$ cat src/rtl/mm_tg_pkg.sv
// Shared types and helpers for the AXI4 memory-mapped traffic generator.
// The pattern word function is used by the RTL generator and the read checker alike.
package mm_tg_pkg;

    typedef enum logic [2:0] {
        ST_IDLE,
        ST_WR_AW,
        ST_WR_DATA,
        ST_WR_RESP,
        ST_RD_AR,
        ST_RD_DATA
    } tg_state_e;

    localparam logic [1:0] AXI_RESP_OKAY = 2'b00;
    localparam logic [1:0] BURST_FIXED   = 2'b00;
    localparam logic [1:0] BURST_INCR    = 2'b01;
    localparam logic [1:0] BURST_WRAP    = 2'b10;

    function automatic logic [31:0] pattern_word(input logic [31:0] seed,
                                                 input logic [7:0]  beat,
                                                 input int          words_per_beat,
                                                 input int          word_idx);
        return seed + 32'(beat) * 32'(words_per_beat) + 32'(word_idx);
    endfunction

endpackage

$ cat src/rtl/mm_tg_pattern.sv
// Beat index to DATA_W-wide data pattern; word j occupies bits [32*j +: 32].
module mm_tg_pattern
    import mm_tg_pkg::*;
#(
    parameter int          DATA_W       = 64,
    parameter logic [31:0] PATTERN_SEED = 32'hA5A5_0000
) (
    input  logic [7:0]        beat,
    output logic [DATA_W-1:0] pattern
);

    localparam int WORDS = DATA_W / 32;

    for (genvar j = 0; j < WORDS; j++) begin : g_word
        assign pattern[32*j +: 32] = pattern_word(PATTERN_SEED, beat, WORDS, j);
    end

endmodule

$ cat src/rtl/mm_traffic_gen.sv
// AXI4 master traffic generator: one write (AW/W/B) or read (AR/R) burst per start pulse,
// writing a deterministic pattern and checking read data against it.
//
// state      | meaning
// IDLE       | waiting for a start pulse
// WR_AW      | presenting write address until awready
// WR_DATA    | streaming write beats 0..len
// WR_RESP    | waiting for the write response
// RD_AR      | presenting read address until arready
// RD_DATA    | accepting and checking read beats
module mm_traffic_gen
    import mm_tg_pkg::*;
#(
    parameter int          DATA_W       = 64,
    parameter logic [31:0] PATTERN_SEED = 32'hA5A5_0000
) (
    input  logic                clk,
    input  logic                rst_n,
    input  logic                i_wr_start,
    input  logic                i_rd_start,
    input  logic [7:0]          i_len,
    input  logic [1:0]          i_burst,
    input  logic [2:0]          i_size,
    input  logic [31:0]         i_addr,
    output logic [31:0]         m_awaddr,
    output logic [7:0]          m_awlen,
    output logic [2:0]          m_awsize,
    output logic [1:0]          m_awburst,
    output logic                m_awvalid,
    input  logic                m_awready,
    output logic [DATA_W-1:0]   m_wdata,
    output logic [DATA_W/8-1:0] m_wstrb,
    output logic                m_wlast,
    output logic                m_wvalid,
    input  logic                m_wready,
    input  logic [1:0]          m_bresp,
    input  logic                m_bvalid,
    output logic                m_bready,
    output logic [31:0]         m_araddr,
    output logic [7:0]          m_arlen,
    output logic [2:0]          m_arsize,
    output logic [1:0]          m_arburst,
    output logic                m_arvalid,
    input  logic                m_arready,
    input  logic [DATA_W-1:0]   m_rdata,
    input  logic [1:0]          m_rresp,
    input  logic                m_rlast,
    input  logic                m_rvalid,
    output logic                m_rready,
    output logic                write_complete,
    output logic                read_complete,
    output logic [1:0]          chkr_pass,
    output logic [DATA_W-1:0]   data_out_first,
    output logic                data_out_first_valid,
    output logic [DATA_W-1:0]   data_out_last,
    output logic                data_out_last_valid,
    output logic [DATA_W-1:0]   data_in_first,
    output logic                data_in_first_valid,
    output logic [DATA_W-1:0]   data_in_last,
    output logic                data_in_last_valid,
    output logic                o_busy
);

    tg_state_e         state, state_nxt;
    logic [1:0]        rst_sync;
    logic              rst_int_n;
    logic [7:0]        cmd_len;
    logic [1:0]        cmd_burst;
    logic [2:0]        cmd_size;
    logic [31:0]       cmd_addr;
    logic [7:0]        beat;
    logic              rd_err;
    logic [DATA_W-1:0] pattern;
    logic              last_beat, wr_hs, rd_hs, rd_end, beat_err, rd_err_nxt;
    logic              unused_bresp;

    // Any write response completes the burst, so bresp is observed but not acted on.
    assign unused_bresp = ^m_bresp;

    always_ff @(posedge clk or negedge rst_n) begin
        if (!rst_n) rst_sync <= 2'b00;
        else        rst_sync <= {rst_sync[0], 1'b1};
    end
    assign rst_int_n = rst_sync[1];

    mm_tg_pattern #(.DATA_W(DATA_W), .PATTERN_SEED(PATTERN_SEED)) u_pattern (
        .beat    (beat),
        .pattern (pattern)
    );

    assign last_beat  = (beat == cmd_len);
    assign wr_hs      = (state == ST_WR_DATA) && m_wready;
    assign rd_hs      = (state == ST_RD_DATA) && m_rvalid;
    assign rd_end     = m_rlast || last_beat;
    assign beat_err   = (m_rdata != pattern) || (m_rresp != AXI_RESP_OKAY) || (m_rlast != last_beat);
    assign rd_err_nxt = rd_err || beat_err;

    assign m_awaddr  = cmd_addr;
    assign m_awlen   = cmd_len;
    assign m_awsize  = cmd_size;
    assign m_awburst = cmd_burst;
    assign m_araddr  = cmd_addr;
    assign m_arlen   = cmd_len;
    assign m_arsize  = cmd_size;
    assign m_arburst = cmd_burst;
    assign o_busy    = (state != ST_IDLE);

    always_ff @(posedge clk or negedge rst_int_n) begin
        if (!rst_int_n) state <= ST_IDLE;
        else            state <= state_nxt;
    end

    always_comb begin
        state_nxt = state;
        m_awvalid = 1'b0;
        m_wvalid  = 1'b0;
        m_wlast   = 1'b0;
        m_wdata   = '0;
        m_wstrb   = '0;
        m_bready  = 1'b0;
        m_arvalid = 1'b0;
        m_rready  = 1'b0;
        case (state)
            ST_IDLE: begin
                if (i_wr_start)      state_nxt = ST_WR_AW;
                else if (i_rd_start) state_nxt = ST_RD_AR;
            end
            ST_WR_AW: begin
                m_awvalid = 1'b1;
                if (m_awready) state_nxt = ST_WR_DATA;
            end
            ST_WR_DATA: begin
                m_wvalid = 1'b1;
                m_wdata  = pattern;
                m_wstrb  = '1;
                m_wlast  = last_beat;
                if (m_wready && last_beat) state_nxt = ST_WR_RESP;
            end
            ST_WR_RESP: begin
                m_bready = 1'b1;
                if (m_bvalid) state_nxt = ST_IDLE;
            end
            ST_RD_AR: begin
                m_arvalid = 1'b1;
                if (m_arready) state_nxt = ST_RD_DATA;
            end
            ST_RD_DATA: begin
                m_rready = 1'b1;
                if (m_rvalid && rd_end) state_nxt = ST_IDLE;
            end
            default: state_nxt = ST_IDLE;
        endcase
    end

    always_ff @(posedge clk or negedge rst_int_n) begin
        if (!rst_int_n) begin
            cmd_len              <= '0;
            cmd_burst            <= '0;
            cmd_size             <= '0;
            cmd_addr             <= '0;
            beat                 <= '0;
            rd_err               <= 1'b0;
            write_complete       <= 1'b0;
            read_complete        <= 1'b0;
            chkr_pass            <= 2'b00;
            data_out_first       <= '0;
            data_out_first_valid <= 1'b0;
            data_out_last        <= '0;
            data_out_last_valid  <= 1'b0;
            data_in_first        <= '0;
            data_in_first_valid  <= 1'b0;
            data_in_last         <= '0;
            data_in_last_valid   <= 1'b0;
        end else begin
            data_out_first_valid <= 1'b0;
            data_out_last_valid  <= 1'b0;
            data_in_first_valid  <= 1'b0;
            data_in_last_valid   <= 1'b0;

            if (state == ST_IDLE && (i_wr_start || i_rd_start)) begin
                cmd_len   <= i_len;
                cmd_burst <= i_burst;
                cmd_size  <= i_size;
                cmd_addr  <= i_addr;
                beat      <= '0;
                if (i_wr_start) begin
                    write_complete <= 1'b0;
                end else begin
                    read_complete <= 1'b0;
                    chkr_pass     <= 2'b00;
                    rd_err        <= 1'b0;
                end
            end

            if (wr_hs) begin
                if (beat == 8'd0) begin
                    data_out_first       <= pattern;
                    data_out_first_valid <= 1'b1;
                end
                if (last_beat) begin
                    data_out_last       <= pattern;
                    data_out_last_valid <= 1'b1;
                end else begin
                    beat <= beat + 8'd1;
                end
            end

            if (state == ST_WR_RESP && m_bvalid) write_complete <= 1'b1;

            if (rd_hs) begin
                rd_err <= rd_err_nxt;
                if (beat == 8'd0) begin
                    data_in_first       <= m_rdata;
                    data_in_first_valid <= 1'b1;
                end
                // A missing rlast still ends the burst on beat len, flagged via beat_err.
                if (rd_end) begin
                    data_in_last       <= m_rdata;
                    data_in_last_valid <= 1'b1;
                    read_complete      <= 1'b1;
                    chkr_pass          <= {1'b1, ~rd_err_nxt};
                end else begin
                    beat <= beat + 8'd1;
                end
            end
        end
    end

endmodule

$ cat config.mk
export PLATFORM = sky130hd
export DESIGN_NAME = mm_traffic_gen
export DESIGN_NICKNAME = d
export VERILOG_FILES = /design/src/rtl/mm_tg_pkg.sv /design/src/rtl/mm_tg_pattern.sv /design/src/rtl/mm_traffic_gen.sv
export SDC_FILE = /design/constraint.sdc
export NUM_CORES = 1
export LEC_CHECK = 0
export CAP_MARGIN = 40
export CORE_AREA = 2 2 215 217
export CTS_CLUSTER_DIAMETER = 100
export DETAILED_ROUTE_END_ITERATION = 10
export DIE_AREA = 0 0 217 219
export GPL_TIMING_DRIVEN = 1
export PLACE_DENSITY = 0.58
export SLEW_MARGIN = 20
export SYNTH_ARGS = -nofsm -noshare
export SYNTH_HDL_FRONTEND = slang
export SYNTH_SLANG_ARGS = --single-unit
$ cat constraint.sdc
create_clock -name clk -period 8 [get_ports clk]
set_input_delay 1.6 -clock clk [delete_from_list [all_inputs] [get_ports clk]]
set_output_delay 1.6 -clock clk [all_outputs]
set_load 0.1 [all_outputs]
# Yosys cells after proc, flatten, opt, wreduce, memory -nomap -nowiden
# Cells that the tools add are included.
dict set report word_totals {
  reg_bits 323
  latch_bits 0
  ramBits 0
  romBits 0
  inputBits 123
  out_inout_bits 433
  wordCells 105
  mem_count 0
}
dict set report classes {
  add_sub_neg 3
  mul 0
  n_div 0
  magnitude_cmp 0
  n_eq_ne 15
  shift 0
  muxes 42
  bitwise_logic 1
  reduce_logical 25
}
# cell count
set ops {}
lappend ops {{$mux 64} 1}
lappend ops {{$ne 64x64->1} 1}
lappend ops {{$mux 8} 6}
lappend ops {{$add 32x1->32 const B} 1}
lappend ops {{$add 32x9->32 const A} 1}
lappend ops {{$mux 1} 23}
lappend ops {{$mux 3} 7}
lappend ops {{$pmux 3 s6} 1}
lappend ops {{$reduce_and 2->1} 6}
lappend ops {{$add 8x1->8 const B} 1}
lappend ops {{$eq 8x8->1} 1}
lappend ops {{$logic_not 8->1} 1}
lappend ops {{$mux 2} 4}
lappend ops {{$reduce_bool 2->1} 4}
lappend ops {{$eq 3x2->1 const B} 2}
lappend ops {{$eq 3x3->1 const B} 2}
lappend ops {{$logic_and 1x1->1} 6}
lappend ops {{$ne 2x1->1 const B} 3}
lappend ops {{$ne 2x2->1 const B} 3}
lappend ops {{$reduce_and 6->1} 1}
lappend ops {{$logic_or 1x1->1} 5}
lappend ops {{$eq 3x1->1 const B} 1}
lappend ops {{$logic_not 3->1} 1}
lappend ops {{$ne 3x3->1 const B} 1}
lappend ops {{other kinds (3)} 3}

# Logic depth before layout (Yosys ltp)
# Gate-level depths: netlist of run 1.
dict set report logic_depth {
  ltp_word 9
  ltp_mapped 12
  ltp_nobuf 9
}

# Modules after synthesis
# Synthesis of run 1 repeated with hierarchy kept, for this count alone.
dict set report unflattened {
  cells_unflattened 1142
  area_unflattened_um2 14840.5
}
# mod instances cells_each area_per_inst_um2 seq_area_each_um2
set modules_own_cells {}
lappend modules_own_cells {mm_traffic_gen 1 1076 14352.5 8082.8}
lappend modules_own_cells {mm_tg_pattern 1 66 488.0 0.0}

# Worst setup path after synthesis of run 1
# OpenSTA, ideal clock, no wires.
dict set report synth_path {
  path_kind {register to output}
  from {register state[2]}
  to {output m_wdata[33]}
  arrival_ps 4000
  required_ps 6400
  setup_slack_ps 2400
  path_stages_with_launch 6
  n_path_buf 2
  cell_sequence {dfrtp_1 > buf_2 > nor3b_4 > inv_1 > nor2_1 > buf_4}
}
dict set report synth_between {
  elab_chain_len 2
}
# element line
set synth_lines {}
lappend synth_lines {{from (decl)} mm_traffic_gen.sv:64} ;# tg_state_e state, state_nxt;
lappend synth_lines {{from (signal assigned)} mm_traffic_gen.sv:110} ;# else state <= state_nxt;
lappend synth_lines {{$eq 3x2->1} mm_traffic_gen.sv:123} ;# case (state)
lappend synth_lines {{$mux 64} mm_traffic_gen.sv:123}
lappend synth_lines {{to (decl)} mm_traffic_gen.sv:31} ;# output logic [DATA_W-1:0] m_wdata,
# Every way passes these cells.

# Worst setup path in the final report of run 1
dict set report layout_path {
  from {register state[2]}
  to {output m_wdata[37]}
}
# Same word-level chain as after synthesis.

==> flow_results.xml, run 1 <==
<?xml version="1.0" encoding="UTF-8"?>
<metrics>
  <group name="timing">
    <metric name="timing.fmax" unit="MHz">222.3</metric>
    <metric name="rsz_0062_raised_after_global_routing" unit="">no</metric>
    <metric name="layout_worst_path_cycle_share" unit="%">56.24</metric>
    <metric name="timing.setup.tns" unit="ns">0</metric>
    <metric name="timing.clock.skew" unit="ns">0.01239</metric>
    <metric name="finalMaxSlewViolations" unit="">0</metric>
    <metric name="minimum_clock_period" unit="ns">4.499</metric>
    <metric name="report.final.setup_viol" unit="">0</metric>
    <metric name="worstMarginPinSlew" unit="ns">0.8471</metric>
    <metric name="hold_violations" unit="">0</metric>
    <metric name="timing.max_slew.rel_slack" unit="%">42.73</metric>
  </group>
  <group name="run_status">
    <metric name="status" unit="">completed</metric>
  </group>
  <group name="worst_setup_path">
    <metric name="timing.critical_path.arrival" unit="ns">2.90</metric>
    <metric name="critPathSlowestCell" unit="">clkdlybuf4s50_1</metric>
    <metric name="timing.critical_path.cells" unit="">nor3b_4 -&gt; buf_6 -&gt; inv_1 -&gt; nor2_1 -&gt; clkdlybuf4s50_1 -&gt; buf_8</metric>
    <metric name="critical_path.reg2reg.endpoint" unit="">data_in_last[61]</metric>
    <metric name="worst_path_fanout_max" unit="">27</metric>
    <metric name="setup.worst_path.end_class" unit="">primary output</metric>
    <metric name="criticalPathCategory" unit="">register to primary output</metric>
    <metric name="start_kind" unit="">register</metric>
    <metric name="critical_path.max_stage_delay" unit="ns">0.58</metric>
    <metric name="setup.worst_path.end" unit="">m_wdata[37]</metric>
    <metric name="worstReg2RegStart" unit="">beat[5]</metric>
    <metric name="cp-startpoint" unit="">state[2]</metric>
    <metric name="setup.reg_to_reg.worst_slack" unit="ns">4.89</metric>
    <metric name="r2r.worst_path.cells" unit="">11</metric>
    <metric name="critPathRequiredTime" unit="ns">6.40</metric>
  </group>
  <group name="clock_network">
    <metric name="cts.repair_timing.setup_buffer_count" unit="">0</metric>
    <metric name="insertion_delay" unit="ns">0.55</metric>
    <metric name="cts-htree-levels" unit="">1</metric>
    <metric name="cts-buffers-inserted" unit="">27</metric>
    <metric name="cts_hold_buf" unit="">0</metric>
    <metric name="cts_tree" unit="">yes</metric>
    <metric name="cts_resized" unit="">0</metric>
    <metric name="cts_root_buf" unit="">clkbuf_16</metric>
    <metric name="clk_pin_slew" unit="ns">0.06</metric>
    <metric name="cts_max_path_buffers" unit="">3</metric>
    <metric name="clock_sinks" unit="">213</metric>
  </group>
  <group name="grt">
    <metric name="groute.usage.overall" unit="%">16.60</metric>
    <metric name="grt_overflow" unit="">0</metric>
    <metric name="grt_pass1_wl" unit="um">60900</metric>
    <metric name="number_of_antenna_violations_at_the_first_check_in_global_routing" unit="">1</metric>
    <metric name="first_global_vias" unit="">10230</metric>
    <metric name="maximum_number_of_pins_on_one_net_before_global_route_repair" unit="">175</metric>
  </group>
  <group name="synthesis">
    <metric name="yosys-top-cells-area" unit="">dfrtp_1, buf_4, nand2_1</metric>
    <metric name="leading_register_cell_type_out_of_synthesis" unit="">dfrtp_1</metric>
    <metric name="synth_largest_type_area_fraction" unit="%">50.83</metric>
    <metric name="post_synth_inst_count" unit="">1045</metric>
    <metric name="synthesis.area_per_instance" unit="um2">10.03</metric>
    <metric name="synth_seq_cells" unit="">213</metric>
    <metric name="synth_sequential_area_ratio" unit="%">50.83</metric>
    <metric name="post-synth-top-area-cell" unit="">dfrtp_1</metric>
    <metric name="yosysWarningCount" unit="">0</metric>
    <metric name="synth_area" unit="mm2">0.01049</metric>
    <metric name="postSynth.asyncResetShare" unit="%">100.0</metric>
    <metric name="yosysUniqueCellTypes" unit="">46</metric>
    <metric name="synth_edf_count" unit="">0</metric>
  </group>
  <group name="floorplan">
    <metric name="initial_core_util" unit="%">23.26</metric>
    <metric name="floorplan.die_area" unit="mm2">0.04752</metric>
    <metric name="coreArea" unit="mm2">0.04509</metric>
    <metric name="die_h" unit="um">219</metric>
    <metric name="chipWidth" unit="um">217</metric>
    <metric name="num_io_pins" unit="">556</metric>
    <metric name="floorplan.rows" unit="">78</metric>
  </group>
  <group name="final_layout">
    <metric name="design.final.nets" unit="">1842</metric>
    <metric name="final_layout_size_suffix_gt1_share" unit="%">27.52</metric>
    <metric name="final_design_area_no_fill" unit="mm2">0.02162</metric>
    <metric name="fillers" unit="">3778</metric>
    <metric name="area.growth.synth_to_final" unit="%">106.2</metric>
  </group>
  <group name="drt">
    <metric name="avgRoutedWirePerCell" unit="um">17.41</metric>
    <metric name="viasPerCell" unit="">3.995</metric>
    <metric name="drt_wl_total" unit="um">40830</metric>
    <metric name="vias" unit="">9368</metric>
    <metric name="initial_drt_markers" unit="">475</metric>
    <metric name="antenna_left" unit="">0</metric>
    <metric name="drt_first_pass_iters" unit="">4</metric>
    <metric name="detail_route.drc_violations" unit="">0</metric>
  </group>
  <group name="place">
    <metric name="dp_hpwl" unit="um">31780</metric>
    <metric name="placed_cell_area" unit="mm2">0.02067</metric>
    <metric name="portBuffers" unit="">460</metric>
    <metric name="global_placer_s_final_weighted_congestion" unit="">0.7645</metric>
  </group>
  <group name="flow_run">
    <metric name="max_capacitance_violation_count" unit="">0</metric>
  </group>
  <group name="worst_hold_path">
    <metric name="hp-class" unit="">register to asynchronous set/reset pin</metric>
  </group>
</metrics>
## registers in the layout, indices dropped and copies added, names as in the netlist, 2 cells and up
register and count:
beat 8, chkr_pass 2, data_in_first 64, data_in_last 64, data_out_first 9, data_out_last 9, m_araddr 32, m_arburst 2
m_arlen 8, m_arsize 3, rst_sync 2, state 3
## synthesized netlist by cell type, types with 2 or more instances
master / number
nand2_1: 352
conb_1: 2
mux2i_1: 6
buf_4: 219
o211ai_1: 3
or2_2: 2
and3_1: 2
o21ai_0: 11
a31oi_1: 3
nor2_1: 13
nor4b_1: 3
buf_2: 9
buf_6: 7
nand3_1: 8
a221oi_1: 2
nor2b_1: 3
clkbuf_1: 19
nor3_1: 3
or3_1: 7
nand4_1: 8
a21oi_1: 5
nor4bb_1: 5
nor4_1: 3
buf_1: 8
mux2_2: 21
dfrtp_1: 213
mux2_4: 49
ha_1: 3
xnor2_1: 10
nand2b_1: 2
and2_1: 17
inv_1: 13
## how the worst min path moves through the flow
stage           startpoint            to  depth (start not counted)
2_1_floorplan  rst_sync[0]   rst_sync[1]                          0
3_3_place_gp   rst_sync[1]  m_araddr[11]                          0
3_5_place_dp   rst_sync[1]  m_araddr[11]                          0
5_1_grt        rst_sync[1]  m_araddr[11]                          0
4_1_cts        rst_sync[1]  m_araddr[11]                          0
6_report       rst_sync[1]  m_araddr[11]                          0
## metal layers
| layer | track usage, % | routed length (um) | vias to the layer above |
|---|---|---|---|
| met4 | 6.164 | 1404 | 0 |
| met5 | 0 | 0 | - |
| li1 | - | - | 4372 |
| met1 | 19.18 | 15620 | 4589 |
| met3 | 2.800 | 1869 | 79 |
| met2 | 30.59 | 21940 | 328 |
## cell usage in the layout, fill, tap and decap left out, types with 17 or more instances in the layout
cell type	netlist	final
nand2_1	352	350
mux2_2	21	21
conb_1	2	94
buf_16	0	89
clkdlybuf4s50_1	0	460
dfrtp_1	213	212
and2_1	17	17
buf_8	0	253
mux2_4	49	49
clkbuf_16	0	27
## per-stage QoR
| stage | setup WS (ns) | utilization, % | hold WS [ns] | std cells |
|---|---|---|---|---|
| after CTS | 3.434 | 47.85 | 0.3367 | 2336 |
| final | 3.501 | 47.96 | 0.3086 | 2345 |
| after global placement | 3.334 | 31.99 | 0.3252 | 1943 |
| after floorplan | 1.625 | - | 0.3312 | 1137 |
| after global routing | 3.299 | 47.91 | 0.3659 | 2337 |
| after detailed placement | 4.031 | 45.83 | 0.3287 | 2286 |
## worst max-delay path: cells and delay by family, from the launching register on
kind	cells	cell delay, ns
flops	1	0.49
simple gates	2	0.67
buf+inv	4	1.18
## cell families (layout without fill, tap and decap cells)
| group | count (synthesis) | in the layout | synth area share [%] |
|---|---|---|---|
| DFF | 213 | 213 | 50.83 |
| muxes | 77 | 77 | 9.951 |
| other | 2 | 102 | 0.07162 |
| buffers and inverters | 275 | 875 | 18.29 |
| AOI/OAI and AO/OA | 33 | 33 | 2.112 |
| xor gates and xnor gates | 10 | 10 | 0.8352 |
| and+or+nand+nor | 432 | 432 | 17.55 |
| adders and majority gates | 3 | 3 | 0.3580 |
## final cells by class
type | count | area, um2 | area share [%]
timing repair buffer | 812 | 10950 | 50.63
sequential | 213 | 5334 | 24.67
multi-input combinational | 649 | 3612 | 16.71
clock buffer | 42 | 812.0 | 3.755
tap | 600 | 750.7 | 3.472
clock inverter | 8 | 97.59 | 0.4513
inverter | 13 | 48.80 | 0.2257
antenna | 8 | 20.02 | 0.09258
Power of run 1 is left out: the tool's default activity adds up to more than one toggle a clock period on the data nets, which glitch-free logic cannot reach.
==> run 2: changes to the inputs <==
--- a/config.mk
+++ b/config.mk
@@ -6,12 +6,12 @@
 export NUM_CORES = 1
 export LEC_CHECK = 0
 export CAP_MARGIN = 40
-export CORE_AREA = 2 2 215 217
+export CORE_AREA = 2 2 213 215
 export CTS_CLUSTER_DIAMETER = 100
 export DETAILED_ROUTE_END_ITERATION = 10
-export DIE_AREA = 0 0 217 219
+export DIE_AREA = 0 0 215 217
 export GPL_TIMING_DRIVEN = 1
-export PLACE_DENSITY = 0.58
+export PLACE_DENSITY = 0.61
 export SLEW_MARGIN = 20
 export SYNTH_ARGS = -nofsm -noshare
 export SYNTH_HDL_FRONTEND = slang
==> constraint.sdc (replaced) <==
create_clock -name clk -period 3.8 [get_ports clk]
set_input_delay 0.76 -clock clk [delete_from_list [all_inputs] [get_ports clk]]
set_output_delay 0.76 -clock clk [all_outputs]
set_load 0.1 [all_outputs]
==> run 2 against run 1 <==
- via count shrank 1.8%
- setup slack lost 2.8 ns
- critical path depth shrank 1
- clock skew grew 0.00087 ns
- wire length shrank 0.99%
- register-to-register slack lost 3.8 ns
- cell count shrank 2.4%
- non-clock buffer count shrank 47
- design area shrank 4.6%
- critical path type unchanged
==> flow_results.xml, run 2 (synthesized netlist as in run 1, its figures left out) <==
<?xml version="1.0" encoding="UTF-8"?>
<metrics>
  <group name="clock_network">
    <metric name="cts_tree" unit="">yes</metric>
    <metric name="clock_sinks" unit="">213</metric>
    <metric name="insertion_delay" unit="ns">0.55</metric>
    <metric name="cts_max_path_buffers" unit="">3</metric>
    <metric name="cts-buffers-inserted" unit="">26</metric>
    <metric name="cts_hold_buf" unit="">0</metric>
    <metric name="clk_pin_slew" unit="ns">0.05</metric>
    <metric name="cts_root_buf" unit="">clkbuf_16</metric>
    <metric name="cts.repair_timing.setup_buffer_count" unit="">0</metric>
    <metric name="cts_resized" unit="">0</metric>
    <metric name="cts-htree-levels" unit="">1</metric>
  </group>
  <group name="place">
    <metric name="global_placer_s_final_weighted_congestion" unit="">0.8052</metric>
    <metric name="dp_hpwl" unit="um">31920</metric>
    <metric name="portBuffers" unit="">460</metric>
  </group>
  <group name="run_status">
    <metric name="status" unit="">completed</metric>
  </group>
  <group name="floorplan">
    <metric name="initial_core_util" unit="%">23.46</metric>
    <metric name="floorplan.rows" unit="">78</metric>
    <metric name="num_io_pins" unit="">556</metric>
    <metric name="die_h" unit="um">217</metric>
    <metric name="chipWidth" unit="um">215</metric>
    <metric name="coreArea" unit="mm2">0.04470</metric>
    <metric name="floorplan.die_area" unit="mm2">0.04666</metric>
  </group>
  <group name="grt">
    <metric name="grt_overflow" unit="">0</metric>
    <metric name="number_of_antenna_violations_at_the_first_check_in_global_routing" unit="">4</metric>
    <metric name="groute.usage.overall" unit="%">16.82</metric>
    <metric name="first_global_vias" unit="">10100</metric>
    <metric name="maximum_number_of_pins_on_one_net_before_global_route_repair" unit="">68</metric>
    <metric name="grt_pass1_wl" unit="um">60690</metric>
  </group>
  <group name="timing">
    <metric name="worstMarginPinSlew" unit="ns">0.7866</metric>
    <metric name="report.final.setup_viol" unit="">0</metric>
    <metric name="layout_worst_path_cycle_share" unit="%">82.66</metric>
    <metric name="finalMaxSlewViolations" unit="">0</metric>
    <metric name="timing.fmax" unit="MHz">318.4</metric>
    <metric name="timing.setup.tns" unit="ns">0</metric>
    <metric name="timing.clock.skew" unit="ns">0.01326</metric>
    <metric name="hold_violations" unit="">0</metric>
    <metric name="rsz_0062_raised_after_global_routing" unit="">no</metric>
    <metric name="timing.max_slew.rel_slack" unit="%">46.84</metric>
    <metric name="minimum_clock_period" unit="ns">3.141</metric>
  </group>
  <group name="worst_setup_path">
    <metric name="timing.critical_path.arrival" unit="ns">2.38</metric>
    <metric name="critPathBufInv" unit="">3</metric>
    <metric name="critical_path.reg2reg.endpoint" unit="">rd_err</metric>
    <metric name="setup.worst_path.end_class" unit="">primary output</metric>
    <metric name="critPathRequiredTime" unit="ns">3.04</metric>
    <metric name="worst_path_most_repeated_cell" unit="">buf_4</metric>
    <metric name="critPathSlowestCell" unit="">dfrtp_1</metric>
    <metric name="criticalPathCategory" unit="">register to primary output</metric>
    <metric name="r2r.worst_path.cells" unit="">9</metric>
    <metric name="critical-path-top-delay-family" unit="">buffers and inverters</metric>
    <metric name="worstReg2RegStart" unit="">beat[2]</metric>
    <metric name="worst_path_fanout_max" unit="">34</metric>
    <metric name="start_kind" unit="">register</metric>
    <metric name="critical_path.max_stage_delay" unit="ns">0.50</metric>
    <metric name="setup.reg_to_reg.worst_slack" unit="ns">1.06</metric>
    <metric name="timing.critical_path.cells" unit="">nor3b_4 -&gt; buf_4 -&gt; inv_1 -&gt; nor2_1 -&gt; buf_4</metric>
  </group>
  <group name="final_layout">
    <metric name="fillers" unit="">3888</metric>
    <metric name="final_layout_size_suffix_gt1_share" unit="%">28.80</metric>
    <metric name="layout_common_cells" unit="">clkdlybuf4s50_1, nand2_1, dfrtp_1, buf_8, conb_1</metric>
    <metric name="layout.cells.most_common" unit="">clkdlybuf4s50_1</metric>
    <metric name="design.final.nets" unit="">1794</metric>
    <metric name="area.growth.synth_to_final" unit="%">96.71</metric>
  </group>
  <group name="drt">
    <metric name="antenna_left" unit="">0</metric>
    <metric name="drt_first_pass_iters" unit="">4</metric>
    <metric name="initial_drt_markers" unit="">447</metric>
    <metric name="drt_wl_total" unit="um">40430</metric>
    <metric name="avgRoutedWirePerCell" unit="um">17.66</metric>
    <metric name="viasPerCell" unit="">4.021</metric>
    <metric name="detail_route.drc_violations" unit="">0</metric>
    <metric name="vias" unit="">9203</metric>
  </group>
  <group name="flow_run">
    <metric name="max_capacitance_violation_count" unit="">0</metric>
  </group>
  <group name="worst_hold_path">
    <metric name="hp-class" unit="">register to asynchronous set/reset pin</metric>
  </group>
</metrics>
run 2: cell types whose count changed in the layout (fill, tap and decap cells not counted), sizes merged:
cell,delta
clkdlybuf4s50,-55
clkbuf,-1
clkinv,-3
buf,+9
diode,-3
inv,-2
clkdlybuf4s15,-1
run 2: metal layers:
metal  global-route usage [%]  wire length [um]  up-vias
li1                         -                 -     4270
met1                    19.73             15790     4513
met2                    30.60             21270      331
met3                    2.935              1953       87
met4                    6.368              1401        2
met5                        0                13        -
run 2: area by class of cell:
class	instances	area [um2]	share of cell area [%]
inverters	13	48.80	0.2366
well taps	600	750.7	3.639
clock buffers	41	787.0	3.815
diodes	5	12.51	0.06066
clock inverters	3	76.32	0.3700
repair buffers	765	10000	48.48
multi-input cells	649	3618	17.54
flip-flops and latches	213	5334	25.86
run 2: metrics by stage:
step                      hold WS (ns)  worst slack, ns  instances  utilization, %  area, um2
after floorplan                 0.3311          -0.9591       1137               -      10840
after detailed placement        0.1992           0.9505       2240           44.19      19750
after global routing            0.2166           0.4829       2287           46.14      20620
after global placement          0.3367           0.9277       1953           32.42      14490
after CTS                       0.2052           0.6274       2284           46.12      20610
final                           0.1969           0.6588       2289           46.15      20630
run 2: how the worst max path moves through the flow:
stage                      startpoint     endpoint  slack (ns)  cells past startpoint
after floorplan              state[2]  m_wdata[33]       -0.96                      5
after global placement    m_rdata[61]       rd_err        0.93                      7
after detailed placement  m_rdata[30]       rd_err        0.95                      6
after CTS                    state[2]  m_wdata[37]        0.63                      5
after global routing         state[2]  m_wdata[34]        0.48                      5
final                        state[2]  m_wdata[37]        0.66                      5
run 2: worst reg2reg max path, cell delays in order (launching register included):
cell and delay (ns):
dfrtp_1 0.62, xnor2_1 0.17, nand4_1 0.17, or2_2 0.36
ha_1 0.34, nor4b_1 0.31, nand2_1 0.12, nor3_1 0.24
nand4_1 0.14, a21boi_0 0.15
Power of run 2 is left out for the same reason.
